<file path="src/rtl/lif_neuron_scheduler_if.sv">
`default_nettype none
// ============================================================================
// Module  : lif_neuron_scheduler_if
// Brief   : Event-input and spike-output handshake bundle for the LIF scheduler.
// Revision: 1.0 - initial release
// ============================================================================
interface lif_neuron_scheduler_if #(
    parameter int ID_W = 4
);
    logic                   in_valid;
    logic                   in_ready;
    logic [ID_W-1:0]        in_id;
    logic signed [7:0]      in_weight;
    logic                   spike_valid;
    logic [ID_W-1:0]        spike_id;

    modport master (
        output in_valid, in_id, in_weight,
        input  in_ready, spike_valid, spike_id
    );

    modport slave (
        input  in_valid, in_id, in_weight,
        output in_ready, spike_valid, spike_id
    );
endinterface
`default_nettype wire

</file>
<file path="src/rtl/lif_neuron_scheduler.sv">
`default_nettype none
// ============================================================================
// Module  : lif_neuron_scheduler
// Brief   : One shared signed 8-bit accumulate/compare datapath serving
//           NUM_NEURONS leaky integrate-and-fire neurons, one timestep at a time.
//           Optional refractory counters: define LIF_REFRACTORY_EN.
// Revision: 1.0 - initial release
// ============================================================================
module lif_neuron_scheduler #(
    parameter int NUM_NEURONS  = 16,
    parameter int ID_W         = 4,
    parameter int REFRAC_STEPS = 2
) (
    input  wire                 clk,
    input  wire                 clear,
    input  wire signed [7:0]    threshold,
    input  wire [6:0]           leak,
    input  wire                 step_start,
    input  wire                 step_end,
    output wire                 step_done,
    output wire                 busy,
    output wire                 id_err,
    lif_neuron_scheduler_if.slave bus
);

    typedef enum logic [1:0] {
        S_IDLE  = 2'd0,
        S_ACCUM = 2'd1,
        S_SCAN  = 2'd2,
        S_DONE  = 2'd3
    } state_t;

    state_t                 r_state;
    state_t                 w_state_nxt;
    logic signed [7:0]      r_thr;
    logic [6:0]             r_leak;
    logic signed [7:0]      r_pot [NUM_NEURONS];
    logic [ID_W-1:0]        r_scan_idx;
    logic                   r_spike_valid;
    logic [ID_W-1:0]        r_spike_id;
    logic                   r_id_err;

    logic                   w_accept;
    logic                   w_id_in_range;
    logic                   w_scan_last;
    logic                   w_scanning;
    logic signed [7:0]      w_acc_pot;
    logic [8:0]             w_acc_sum9;
    logic signed [7:0]      w_acc_sat;
    logic signed [7:0]      w_scan_pot;
    logic [8:0]             w_mag9;
    logic signed [7:0]      w_leaked;
    logic                   w_fire;
    logic                   w_acc_blocked;
    logic                   w_scan_blocked;

    assign w_accept      = bus.in_valid && (r_state == S_ACCUM);
    assign w_id_in_range = (32'(bus.in_id) < 32'(NUM_NEURONS));
    assign w_scanning    = (r_state == S_SCAN);
    assign w_scan_last   = (r_scan_idx == ID_W'(NUM_NEURONS - 1));

    assign bus.in_ready    = (r_state == S_ACCUM);
    assign bus.spike_valid = r_spike_valid;
    assign bus.spike_id    = r_spike_id;
    assign busy            = (r_state != S_IDLE);
    assign step_done       = (r_state == S_DONE);
    assign id_err          = r_id_err;

    always_comb begin
        w_state_nxt = r_state;
        case (r_state)
            S_IDLE:  if (step_start)  w_state_nxt = S_ACCUM;
            S_ACCUM: if (step_end)    w_state_nxt = S_SCAN;
            S_SCAN:  if (w_scan_last) w_state_nxt = S_DONE;
            S_DONE:                   w_state_nxt = S_IDLE;
            default:                  w_state_nxt = S_IDLE;
        endcase
    end

    always_ff @(posedge clk or posedge clear) begin
        if (clear) begin
            r_state <= S_IDLE;
        end else begin
            r_state <= w_state_nxt;
        end
    end

    // Accumulate path: the write lands at the next edge, so a following beat
    // to the same neuron already reads the updated value.
    always_comb begin
        w_acc_pot = '0;
        for (int i = 0; i < NUM_NEURONS; i++) begin
            if (bus.in_id == ID_W'(i)) w_acc_pot = r_pot[i];
        end
    end

    assign w_acc_sum9 = {w_acc_pot[7], w_acc_pot} + {bus.in_weight[7], bus.in_weight};
    assign w_acc_sat  = (w_acc_sum9[8] != w_acc_sum9[7]) ?
                        (w_acc_sum9[8] ? -8'sd128 : 8'sd127) : w_acc_sum9[7:0];

    always_comb begin
        w_scan_pot = '0;
        for (int i = 0; i < NUM_NEURONS; i++) begin
            if (r_scan_idx == ID_W'(i)) w_scan_pot = r_pot[i];
        end
    end

    // Leak pulls toward zero and clamps at zero; |pot| needs 9 bits for -128.
    assign w_mag9   = w_scan_pot[7] ? (9'd0 - {w_scan_pot[7], w_scan_pot}) : {1'b0, w_scan_pot};
    assign w_leaked = ({2'b00, r_leak} >= w_mag9) ? 8'sd0 :
                      (w_scan_pot[7] ? (w_scan_pot + $signed({1'b0, r_leak}))
                                     : (w_scan_pot - $signed({1'b0, r_leak})));
    assign w_fire   = (w_scan_pot >= r_thr) && !w_scan_blocked;

`ifdef LIF_REFRACTORY_EN
    localparam int RC_W = (REFRAC_STEPS < 1) ? 1 : $clog2(REFRAC_STEPS + 1);

    logic [RC_W-1:0] r_refrac [NUM_NEURONS];
    logic [RC_W-1:0] w_refrac_acc;
    logic [RC_W-1:0] w_refrac_scan;

    always_comb begin
        w_refrac_acc  = '0;
        w_refrac_scan = '0;
        for (int i = 0; i < NUM_NEURONS; i++) begin
            if (bus.in_id == ID_W'(i))  w_refrac_acc  = r_refrac[i];
            if (r_scan_idx == ID_W'(i)) w_refrac_scan = r_refrac[i];
        end
    end

    assign w_acc_blocked  = (w_refrac_acc != '0);
    assign w_scan_blocked = (w_refrac_scan != '0);

    always_ff @(posedge clk or posedge clear) begin
        if (clear) begin
            for (int i = 0; i < NUM_NEURONS; i++) r_refrac[i] <= '0;
        end else if (w_scanning) begin
            for (int i = 0; i < NUM_NEURONS; i++) begin
                if (r_scan_idx == ID_W'(i)) begin
                    if (w_fire) begin
                        r_refrac[i] <= RC_W'(REFRAC_STEPS);
                    end else if (r_refrac[i] != '0) begin
                        r_refrac[i] <= r_refrac[i] - RC_W'(1);
                    end
                end
            end
        end
    end
`else
    logic w_unused_refrac;
    assign w_unused_refrac = (REFRAC_STEPS != 0);
    assign w_acc_blocked   = 1'b0;
    assign w_scan_blocked  = 1'b0;
`endif

    always_ff @(posedge clk or posedge clear) begin
        if (clear) begin
            for (int i = 0; i < NUM_NEURONS; i++) r_pot[i] <= '0;
        end else begin
            for (int i = 0; i < NUM_NEURONS; i++) begin
                if (w_scanning && (r_scan_idx == ID_W'(i))) begin
                    r_pot[i] <= w_fire ? 8'sd0 : w_leaked;
                end else if (w_accept && w_id_in_range && !w_acc_blocked &&
                             (bus.in_id == ID_W'(i))) begin
                    r_pot[i] <= w_acc_sat;
                end
            end
        end
    end

    always_ff @(posedge clk or posedge clear) begin
        if (clear) begin
            r_thr         <= '0;
            r_leak        <= '0;
            r_scan_idx    <= '0;
            r_spike_valid <= 1'b0;
            r_spike_id    <= '0;
            r_id_err      <= 1'b0;
        end else begin
            if ((r_state == S_IDLE) && step_start) begin
                r_thr  <= threshold;
                r_leak <= leak;
            end
            r_scan_idx    <= w_scanning ? (r_scan_idx + ID_W'(1)) : '0;
            r_spike_valid <= w_scanning && w_fire;
            r_spike_id    <= (w_scanning && w_fire) ? r_scan_idx : '0;
            if (w_accept && !w_id_in_range) r_id_err <= 1'b1;
        end
    end

endmodule
`default_nettype wire

</file>
<file path="src/flat_wrapper.sv">
// flat-port wrapper written by rule: the top's interface ports become plain ports
module lif_neuron_scheduler_flat 
#(
    parameter int NUM_NEURONS  = 16,
    parameter int ID_W         = 4,
    parameter int REFRAC_STEPS = 2
)
  (clk, clear, threshold, leak, step_start, step_end, step_done, busy, id_err, bus_in_valid, bus_in_id, bus_in_weight, bus_in_ready, bus_spike_valid, bus_spike_id);
  lif_neuron_scheduler_if #(.ID_W(ID_W)) bus_i ();
  input  wire clk;
  input  wire clear;
  input  wire signed [7:0] threshold;
  input  wire [6:0] leak;
  input  wire step_start;
  input  wire step_end;
  output wire step_done;
  output wire busy;
  output wire id_err;
  input wire logic [$bits(bus_i.in_valid)-1:0] bus_in_valid;
  input wire logic [$bits(bus_i.in_id)-1:0] bus_in_id;
  input wire logic [$bits(bus_i.in_weight)-1:0] bus_in_weight;
  output wire logic [$bits(bus_i.in_ready)-1:0] bus_in_ready;
  output wire logic [$bits(bus_i.spike_valid)-1:0] bus_spike_valid;
  output wire logic [$bits(bus_i.spike_id)-1:0] bus_spike_id;
  assign bus_i.in_valid = bus_in_valid;
  assign bus_i.in_id = bus_in_id;
  assign bus_i.in_weight = bus_in_weight;
  assign bus_in_ready = bus_i.in_ready;
  assign bus_spike_valid = bus_i.spike_valid;
  assign bus_spike_id = bus_i.spike_id;
  lif_neuron_scheduler #(.NUM_NEURONS(NUM_NEURONS), .ID_W(ID_W), .REFRAC_STEPS(REFRAC_STEPS)) u_core (.clk(clk), .clear(clear), .threshold(threshold), .leak(leak), .step_start(step_start), .step_end(step_end), .step_done(step_done), .busy(busy), .id_err(id_err), .bus(bus_i));
endmodule
</file>
<file path="config.mk">
export PLATFORM = sky130hd
export DESIGN_NAME = lif_neuron_scheduler_flat
export DESIGN_NICKNAME = d
export VERILOG_FILES = /design/src/rtl/lif_neuron_scheduler_if.sv /design/src/rtl/lif_neuron_scheduler.sv /design/src/flat_wrapper.sv
export SDC_FILE = /design/constraint.sdc
export NUM_CORES = 1
export LEC_CHECK = 0
export ABC_AREA = 1
export CORE_MARGIN = 4
export CORE_UTILIZATION = 55
export CTS_CLUSTER_DIAMETER = 150
export DETAILED_ROUTE_END_ITERATION = 6
export HOLD_SLACK_MARGIN = 0.15
export PLACE_DENSITY = 0.73
export SYNTH_ARGS = -nofsm -noshare
export SYNTH_HDL_FRONTEND = slang
export SYNTH_SLANG_ARGS = --single-unit
</file>
<file path="constraint.sdc">
create_clock -name clk -period 11.9 [get_ports clk]
set_input_delay 2.38 -clock clk [delete_from_list [all_inputs] [get_ports clk]]
set_output_delay 2.38 -clock clk [all_outputs]
set_load 0.01 [all_outputs]
</file>
* Yosys cells after proc, flatten, opt, wreduce, memory -nomap -nowiden
Index checks and enable logic that the tools add are counted.
** Word-level totals
- Register bits :: 154
- Word-level logic and storage cells :: 198
- Output and inout bits :: 9
- Input port bits :: 32
** Cells by class
- Mux-type cells :: 76
- Magnitude comparators :: 2
- Reduce and logical (&&, ||, !) cells :: 56
- Add/sub/neg operators :: 5
- Eq/ne operators :: 37
** Operators by type and width (count)
- 2-to-1 mux 8 bit :: 69
- equality test 4 bit, second input constant :: 16
- logical AND 1 bit :: 35
- nonzero test 2 bit :: 17
- equality test 4 x 3 -> 1 bit, second input constant :: 8
- equality test 4 x 2 -> 1 bit, second input constant :: 4
- adder 8 x 8 -> 9 bit :: 1
- >= comparator 7 x 9 -> 1 bit :: 1
- 2-to-1 mux 9 bit :: 1
- subtractor 1 x 8 -> 9 bit, first input constant :: 1
- adder 8 bit :: 1
- equality test 4 x 1 -> 1 bit, second input constant :: 2
- >= comparator 8 bit :: 1
- logical NOT 4 bit :: 2
- 2-to-1 mux 4 bit :: 2
- case mux 2 bit (4 select lines) :: 1
- subtractor 8 bit :: 1
- 2-to-1 mux 2 bit :: 3
- adder 4 x 1 -> 4 bit, second input constant :: 1
- equality test 2 bit, second input constant :: 2
- inequality test 2 bit, second input constant :: 2
- AND reduction 3 bit :: 1
- equality test 2 x 1 -> 1 bit, second input constant :: 1
- logical NOT 2 bit :: 1
- 2 further kinds :: 2

* Logic depth before layout (Yosys ltp)
Gate-level depths: netlist (run 1).
- Depth in word-level cells :: 23
- Mapped depth :: 38
- Depth with buffers taken out :: 37

* Worst setup path before layout (run 1)
Ideal clock, no wire load.
- Path kind :: input -> register
- Start :: in bus_in_id[0]
- End :: reg u_core.r_pot[8] (netlist bit)
- Arrival :: 6.240 ns
- Required time :: 11.772 ns
- Library setup time :: 0.128 ns
- Slack :: 5.532 ns
- Path buffers :: 2
- Cell stages on the path :: 32
- Path through :: inv_1 -> nand2_1 -> inv_1 -> nand2_1 -> clkbuf_1 -> o221ai_1 -> o21ai_0 -> o211ai_1 -> a221oi_1 -> o21ai_0 -> a21oi_1 -> o21ai_0 -> a21oi_1 -> o21ai_0 -> o22ai_1 -> a22oi_1 -> ha_1 -> nand3_1 -> nand2_1 -> a21oi_1 -> o21ai_0 -> a21oi_1 -> o21ai_0 -> xor2_1 -> inv_1 -> nand2_1 -> a21oi_1 -> inv_1 -> clkbuf_1 -> o21ai_0 -> o21bai_1 -> o21ai_0
** On the way
- Longest elaborated chain between the ends :: 22
- Elaborated cells between the ends (all ways) :: 40
- Classes of those cells :: add/sub: 1; eq/ne: 16; mux: 20; reduce/logical: 3
** RTL lines
- start, declared :: RTL line flat_wrapper.sv:20 : input wire logic [$bits(bus_i.in_id)-1:0] bus_in_id;
- logical NOT 4 bit :: RTL line lif_neuron_scheduler.sv:93 : if (bus.in_id == ID_W'(i)) w_acc_pot = r_pot[i];
- 2-to-1 mux 8 bit (16 in a row) :: RTL line lif_neuron_scheduler.sv:93
- adder 8 x 8 -> 9 bit :: RTL line lif_neuron_scheduler.sv:97 : assign w_acc_sum9 = {w_acc_pot[7], w_acc_pot} + {bus.in_weight[7], bus.in_weight};
- 2-to-1 mux 8 bit / inequality test 1 bit (equally long branches) :: RTL line lif_neuron_scheduler.sv:99, lif_neuron_scheduler.sv:98
- 2-to-1 mux 8 bit :: RTL line lif_neuron_scheduler.sv:98 : assign w_acc_sat = (w_acc_sum9[8] != w_acc_sum9[7]) ?
- 2-to-1 mux 8 bit :: RTL line lif_neuron_scheduler.sv:163 : end else if (w_accept && w_id_in_range && !w_acc_blocked &&
- 2-to-1 mux 8 bit :: RTL line lif_neuron_scheduler.sv:161 : if (w_scanning && (r_scan_idx == ID_W'(i))) begin
- end signal, assigned by index :: RTL line lif_neuron_scheduler.sv:162 : r_pot[i] <= w_fire ? 8'sd0 : w_leaked;
- end signal, assigned by index :: RTL line lif_neuron_scheduler.sv:165 : r_pot[i] <= w_acc_sat;
- end, declared :: RTL line lif_neuron_scheduler.sv:37 : logic signed [7:0] r_pot [NUM_NEURONS];
Several ways; a longest one is shown, not always the timed one. The select of a mux whose other input is x is not followed.
A chain may end at the register's enable or synchronous reset.

* Worst setup path in the final report (run 1)
- Start :: in bus_in_id[0]
- End :: reg u_core.r_pot[1] (netlist bit)
Same word-level chain as after synthesis.

==> flow_summary.yaml, run 1 <==
status:
  outcome: "finished clean"
synthesis:
  syn_nets: 1727
  synth_area_leader_cell: "dfrtp_1"
  synth-edff-count: 0
  synthFlopType: "dfrtp_1"
  synth_top_area_share_pct: 34.8
  syn_inst: 1654
  ys_ff_latch: 154
  yosysUniqueCellTypes: 49
  synthArstFlopShare_pct: 100
  avgSynthCellArea_sq_um: 6.70
  yosysWarnings: 0
  synth.area.top_cells: "dfrtp_1, nand2_1, inv_1"
  synthesis.area_sq_um: 11100
  synth-seq-area-share_pct: 34.8
placed_design:
  portBuffers: 39
  placed_cell_area_sq_um: 11700
  dp.cells: 1925
  place_congestion: 1.03
  place.detailed.hpwl_um: 27600
critical_path:
  crit_path_frequent_cell: "o21ai_0"
  r2r_cells: 27
  r2r-end: "u_core.r_pot[1]"
  worstPathRequired_ns: 12.21
  worstPathArrival_ns: 9.92
  rr_startpoint: "u_core.r_pot[126]"
  cpPeakStageDelay_ns: 0.74
  cpMaxStageDelayCell: "a21oi_1"
  endpoint_kind: "flop"
  cp_max_fo: 14
  crit_type: "in2reg"
  r2r_setup_slack_ns: 4.93
  startpoint_type: "input pin"
final_layout:
  instances_no_fill: 1957
  mostFrequentLayoutCells: "nand2_1, inv_1, o21ai_0"
  area_delta_synth_final_pct: 11.1
  design_area_sq_um: 12300
  nNetsFinal: 1752
  drive_gt1_share_pct: 4.73
  layout_commonest_cell: "nand2_1"
  diodes: 0
power_and_ir_drop:
  peakVddDrop_mv: 0.297
  intPower_w: 0.00162
  p_comb_share_pct: 59.4
  sw_frac_of_total_pct: 55.4
  switching_power_w: 0.00201
  pwr-share-clk_pct: 16.5
  power.leakage_nw: 6.28
  seq_power_share_pct: 24.0
  power_per_cell_area_nw_per_um2: 295
timing:
  timing.fmax_ghz: 0.104
  setup_violations: 0
  worst_pin_slew_ns: 1.13
  setup_tns_ns: 0
  post-route-min-period_ns: 9.61
  finClkSkew_ns: 0.0108
  maxSlewHeadroom_pct: 24.2
  hold_viol: 0
  rsz0062_at_grt: "no"
  slew_violations: 0
  finalCritPeriodShare_pct: 80.8
route:
  ant_nets: 0
  vias_per_cell: 5.85
  drtIter0Drc: 1558
  drcViolationCount: 0
  wire_per_inst_um: 19.6
  vias: 11400
  wirelength_um: 38400
  drt_pass1_iterations: 6
hold_path:
  hold_path_depth: 2
  hp-start: "u_core.r_pot[93]"
  hp-class: "reg2reg"
  hold_path_end: "u_core.r_pot[93]"
die:
  chipWidth_um: 150
  fp.dieH_um: 150
  core_sq_um: 19700
  rows: 51
  io_pins: 41
  die_area_sq_um: 22500
  start_util_pct: 56.4
global_routing:
  grt_pass1_wl_um: 59500
  grt-ovfl-total: 0
  grt_max_degree: 76
  grt.total_usage_pct: 34.7
  antenna_found_initial: 1
  grt_pass1_vias: 10400
clocking:
  path_clk_slew_ns: 0.07
  cts_tree: "yes"
  cts_resized: 0
  htreeDepth: 4
  holdBufCountCts: 0
  cts_sinks: 154
  clock_latency_ns: 0.43
  root_buffer: "clkbuf_16"
  numCtsBuffers: 17
  postCtsSetupRepairBufs: 0
  cts_max_path_buffers: 2
job:
  maxCapViolCount: 0
==> worst max path at each step <==
stage                  from                      to  slack (ns)  depth (start not counted)
3_3_place_gp   bus_in_id[0]         u_core.r_pot[0]        2.43                         33
2_1_floorplan         clear  u_core.bus.spike_id[0]        5.37                          1
3_5_place_dp   bus_in_id[0]        u_core.r_pot[33]        2.20                         33
6_report       bus_in_id[0]         u_core.r_pot[1]        2.29                         33
4_1_cts        bus_in_id[0]         u_core.r_pot[1]        2.55                         33
5_1_grt        bus_in_id[0]         u_core.r_pot[1]        1.82                         33
==> sequential cells by signal, summed over array words and instances (netlist names) <==
signal                  cells
u_core.bus.spike_id         4
u_core.bus.spike_valid      1
u_core.r_leak               7
u_core.r_pot              128
u_core.r_scan_idx           4
u_core.r_state              2
u_core.r_thr                8
==> worst max-delay path: cells and delay by family <==
kind | cells | cell delay, ns
AO/OA/AOI/OAI | 15 | 3.31
adder cells (fa/ha/maj) | 1 | 0.32
buffers and inverters | 8 | 2.08
AND/OR/NAND/NOR | 9 | 1.79
==> power by group through the flow <==
stage / Clock, W / Combinational (W) / Sequential (W)
detailed placement: 0 / 0.00207 / 0.000872
CTS: 0.000599 / 0.00208 / 0.000867
finish: 0.000600 / 0.00216 / 0.000874
floorplan: 0 / 0.00135 / 0.000821
global route: 0.000626 / 0.00230 / 0.000895
global placement: 0 / 0.00205 / 0.000872
==> Yosys cell counts, types with 4 or more instances <==
master      n
nand2_1   526
inv_1     258
o21ai_0   193
dfrtp_1   154
nor2_1    101
a21oi_1    92
nand3_1    54
ha_1       40
o21bai_1   37
clkbuf_1   26
o221ai_1   18
xor2_1     17
o22ai_1    15
o211ai_1   12
nand3_2     9
a221oi_1    8
buf_2       7
nand4_1     7
o21ai_1     7
inv_2       6
nand2_2     6
buf_4       5
nor3_1      5
a22oi_1     4
nor2_4      4
==> metrics by stage <==
step | total power, W | hold WS, ns | worst slack (ns) | utilization [%]
6_report | 0.00363 | 0.482 | 2.29 | 62.6
5_1_grt | 0.00382 | 0.517 | 1.82 | 62.6
4_1_cts | 0.00354 | 0.486 | 2.55 | 62.6
3_5_place_dp | 0.00294 | 0.469 | 2.20 | 59.4
3_3_place_gp | 0.00292 | 0.465 | 2.43 | 59.4
2_1_floorplan | 0.00217 | 0.449 | 5.37 | -
==> cells by family (layout without fill, tap and decap cells) <==
kind of cell               after synthesis  count (layout)  synth area share [%]
and+or+nand+nor                        727             727                  26.9
xor gates and xnor gates                19              19                  1.50
buffers and inverters                  306             344                  10.8
DFF                                    154             154                  34.8
adders and majority gates               41              41                  4.70
muxes                                    3               3                 0.305
AOI/OAI and AO/OA                      403             403                  21.1
other                                    1               1                0.0338
==> metal layers <==
metal	share of wire, %	global-route usage, %
met2	42	49.6
met1	42	50.0
met3	13	9.84
met4	3.8	12.5
met5	0	0
==> area by class of cell <==
class,instances,area (sq um)
multi-input cells,1194,6040
flip-flops and latches,154,3850
clock inverters,13,191
inverters,266,1000
well taps,265,332
fillers,1878,7350
clock buffers,19,443
repair buffers,46,443
Note: power is estimated with default switching activity, not from simulation.
==> run 2, diff against run 1 <==
==> constraint.sdc (replaced) <==
create_clock -name clk -period 9.9 [get_ports clk]
set_input_delay 1.98 -clock clk [delete_from_list [all_inputs] [get_ports clk]]
set_output_delay 1.98 -clock clk [all_outputs]
set_load 0.01 [all_outputs]
==> flow_summary.yaml, run 2 (synthesis results as in run 1) <==
timing:
  finClkSkew_ns: 0.0176
  slew_violations: 0
  rsz0062_at_grt: "no"
  maxSlewHeadroom_pct: 22.5
  setup_tns_ns: 0
  hold_slack_ns: 0.489
  worst_pin_slew_ns: 1.16
  setup_violations: 0
  hold_viol: 0
  post-route-min-period_ns: 8.65
  timing.fmax_ghz: 0.116
  finalCritPeriodShare_pct: 87.4
placed_design:
  portBuffers: 39
  place_congestion: 1.07
  place.detailed.hpwl_um: 26600
  placed_cell_area_sq_um: 11700
final_layout:
  largest_reg_flops: 128
  fillers: 1902
  layout_commonest_cell: "nand2_1"
  fin_util_pct: 62.4
  area_delta_synth_final_pct: 10.7
  nNetsFinal: 1754
  mostFrequentLayoutCells: "nand2_1, inv_1, o21ai_0"
  design_area_sq_um: 12300
  drive_gt1_share_pct: 4.79
  reg_top3: "u_core.r_pot (128), u_core.r_thr (8), u_core.r_leak (7)"
  top_register: "u_core.r_pot"
die:
  rows: 51
  io_pins: 41
  die_area_sq_um: 22500
  fp.dieH_um: 150
  chipWidth_um: 150
  core_sq_um: 19700
  start_util_pct: 56.4
global_routing:
  grt-ovfl-total: 0
  antenna_found_initial: 0
  grt_pass1_vias: 10400
  grt_max_degree: 89
  grt_pass1_wl_um: 58500
  grt.total_usage_pct: 33.9
critical_path:
  cp_max_fo: 14
  worstPathRequired_ns: 10.20
  crit_type: "in2reg"
  crit_path_frequent_cell: "o21ai_0"
  startpoint_type: "input pin"
  worstPathArrival_ns: 8.95
  cpPeakStageDelay_ns: 0.60
  endpoint_kind: "flop"
  cpMaxStageDelayCell: "inv_1"
route:
  ant_nets: 0
  vias: 11400
  wire_per_inst_um: 19.1
  vias_per_cell: 5.83
  drtIter0Drc: 1219
  wirelength_um: 37300
  drt_pass1_iterations: 6
  drcViolationCount: 0
power_and_ir_drop:
  power_per_cell_area_nw_per_um2: 349
  peakVddDrop_mv: 0.252
  p_total_w: 0.00428
  power.leakage_nw: 6.27
clocking:
  cts_tree: "yes"
  cts_max_path_buffers: 2
  postCtsSetupRepairBufs: 0
  path_clk_slew_ns: 0.07
  htreeDepth: 4
  numCtsBuffers: 17
  clock_latency_ns: 0.44
  cts_sinks: 154
  root_buffer: "clkbuf_16"
  holdBufCountCts: 0
  cts_resized: 0
hold_path:
  hp-class: "reg2reg"
status:
  outcome: "finished clean"
job:
  maxCapViolCount: 0
==> run 2: worst paths after layout <==
check,from,to,slack [ns],depth (start not counted)
max,bus_in_id[0],u_core.r_pot[32],1.25,33
min,u_core.r_pot[86],u_core.r_pot[86],0.49,2
max reg2reg,u_core.r_pot[126],u_core.r_pot[32],3.48,27
min reg2reg,u_core.r_pot[86],u_core.r_pot[86],0.49,2
max in group asynchronous,clear,u_core.r_pot[119],6.42,3
min in group asynchronous,clear,u_core.r_pot[86],2.06,2
==> run 2: critical path: cells and delay by family <==
| family | cells | cell delay, ns |
|---|---|---|
| and+or+nand+nor | 9 | 1.82 |
| adders and majority gates | 1 | 0.32 |
| buffers and inverters | 8 | 1.98 |
| AOI/OAI and AO/OA | 15 | 2.82 |
==> run 2: report_power, final <==
part,internal [W],switching [W]
clock,0.000379,0.000286
sequential,0.000867,0.000193
combinational,0.000661,0.00190
==> run 2: stage by stage <==
| stage | setup WS (ns) | std cells |
|---|---|---|
| after floorplan | 3.77 | 1654 |
| after CTS | 1.47 | 1957 |
| after global routing | 0.615 | 1957 |
| after detailed placement | 1.04 | 1927 |
| after global placement | 1.22 | 1927 |
| final | 1.25 | 1958 |
==> run 2: final cells by class <==
class | count | area [sq um] | share of cell area [%]
well taps | 265 | 332 | 2.70
clock buffers | 18 | 439 | 3.58
diodes | 1 | 2.50 | 0.0204
multi-input cells | 1194 | 6040 | 49.2
inverters | 266 | 1000 | 8.18
clock inverters | 12 | 139 | 1.13
flip-flops and latches | 154 | 3850 | 31.4
repair buffers | 48 | 458 | 3.73
==> run 2: per-layer routing <==
layer	wire length, um	global-route usage (%)	up-vias
met2	15900	49.9	639
met3	4230	7.66	99
met1	15900	48.7	5285
li1	-	-	5393
met4	1360	13.1	0
met5	0	0	-
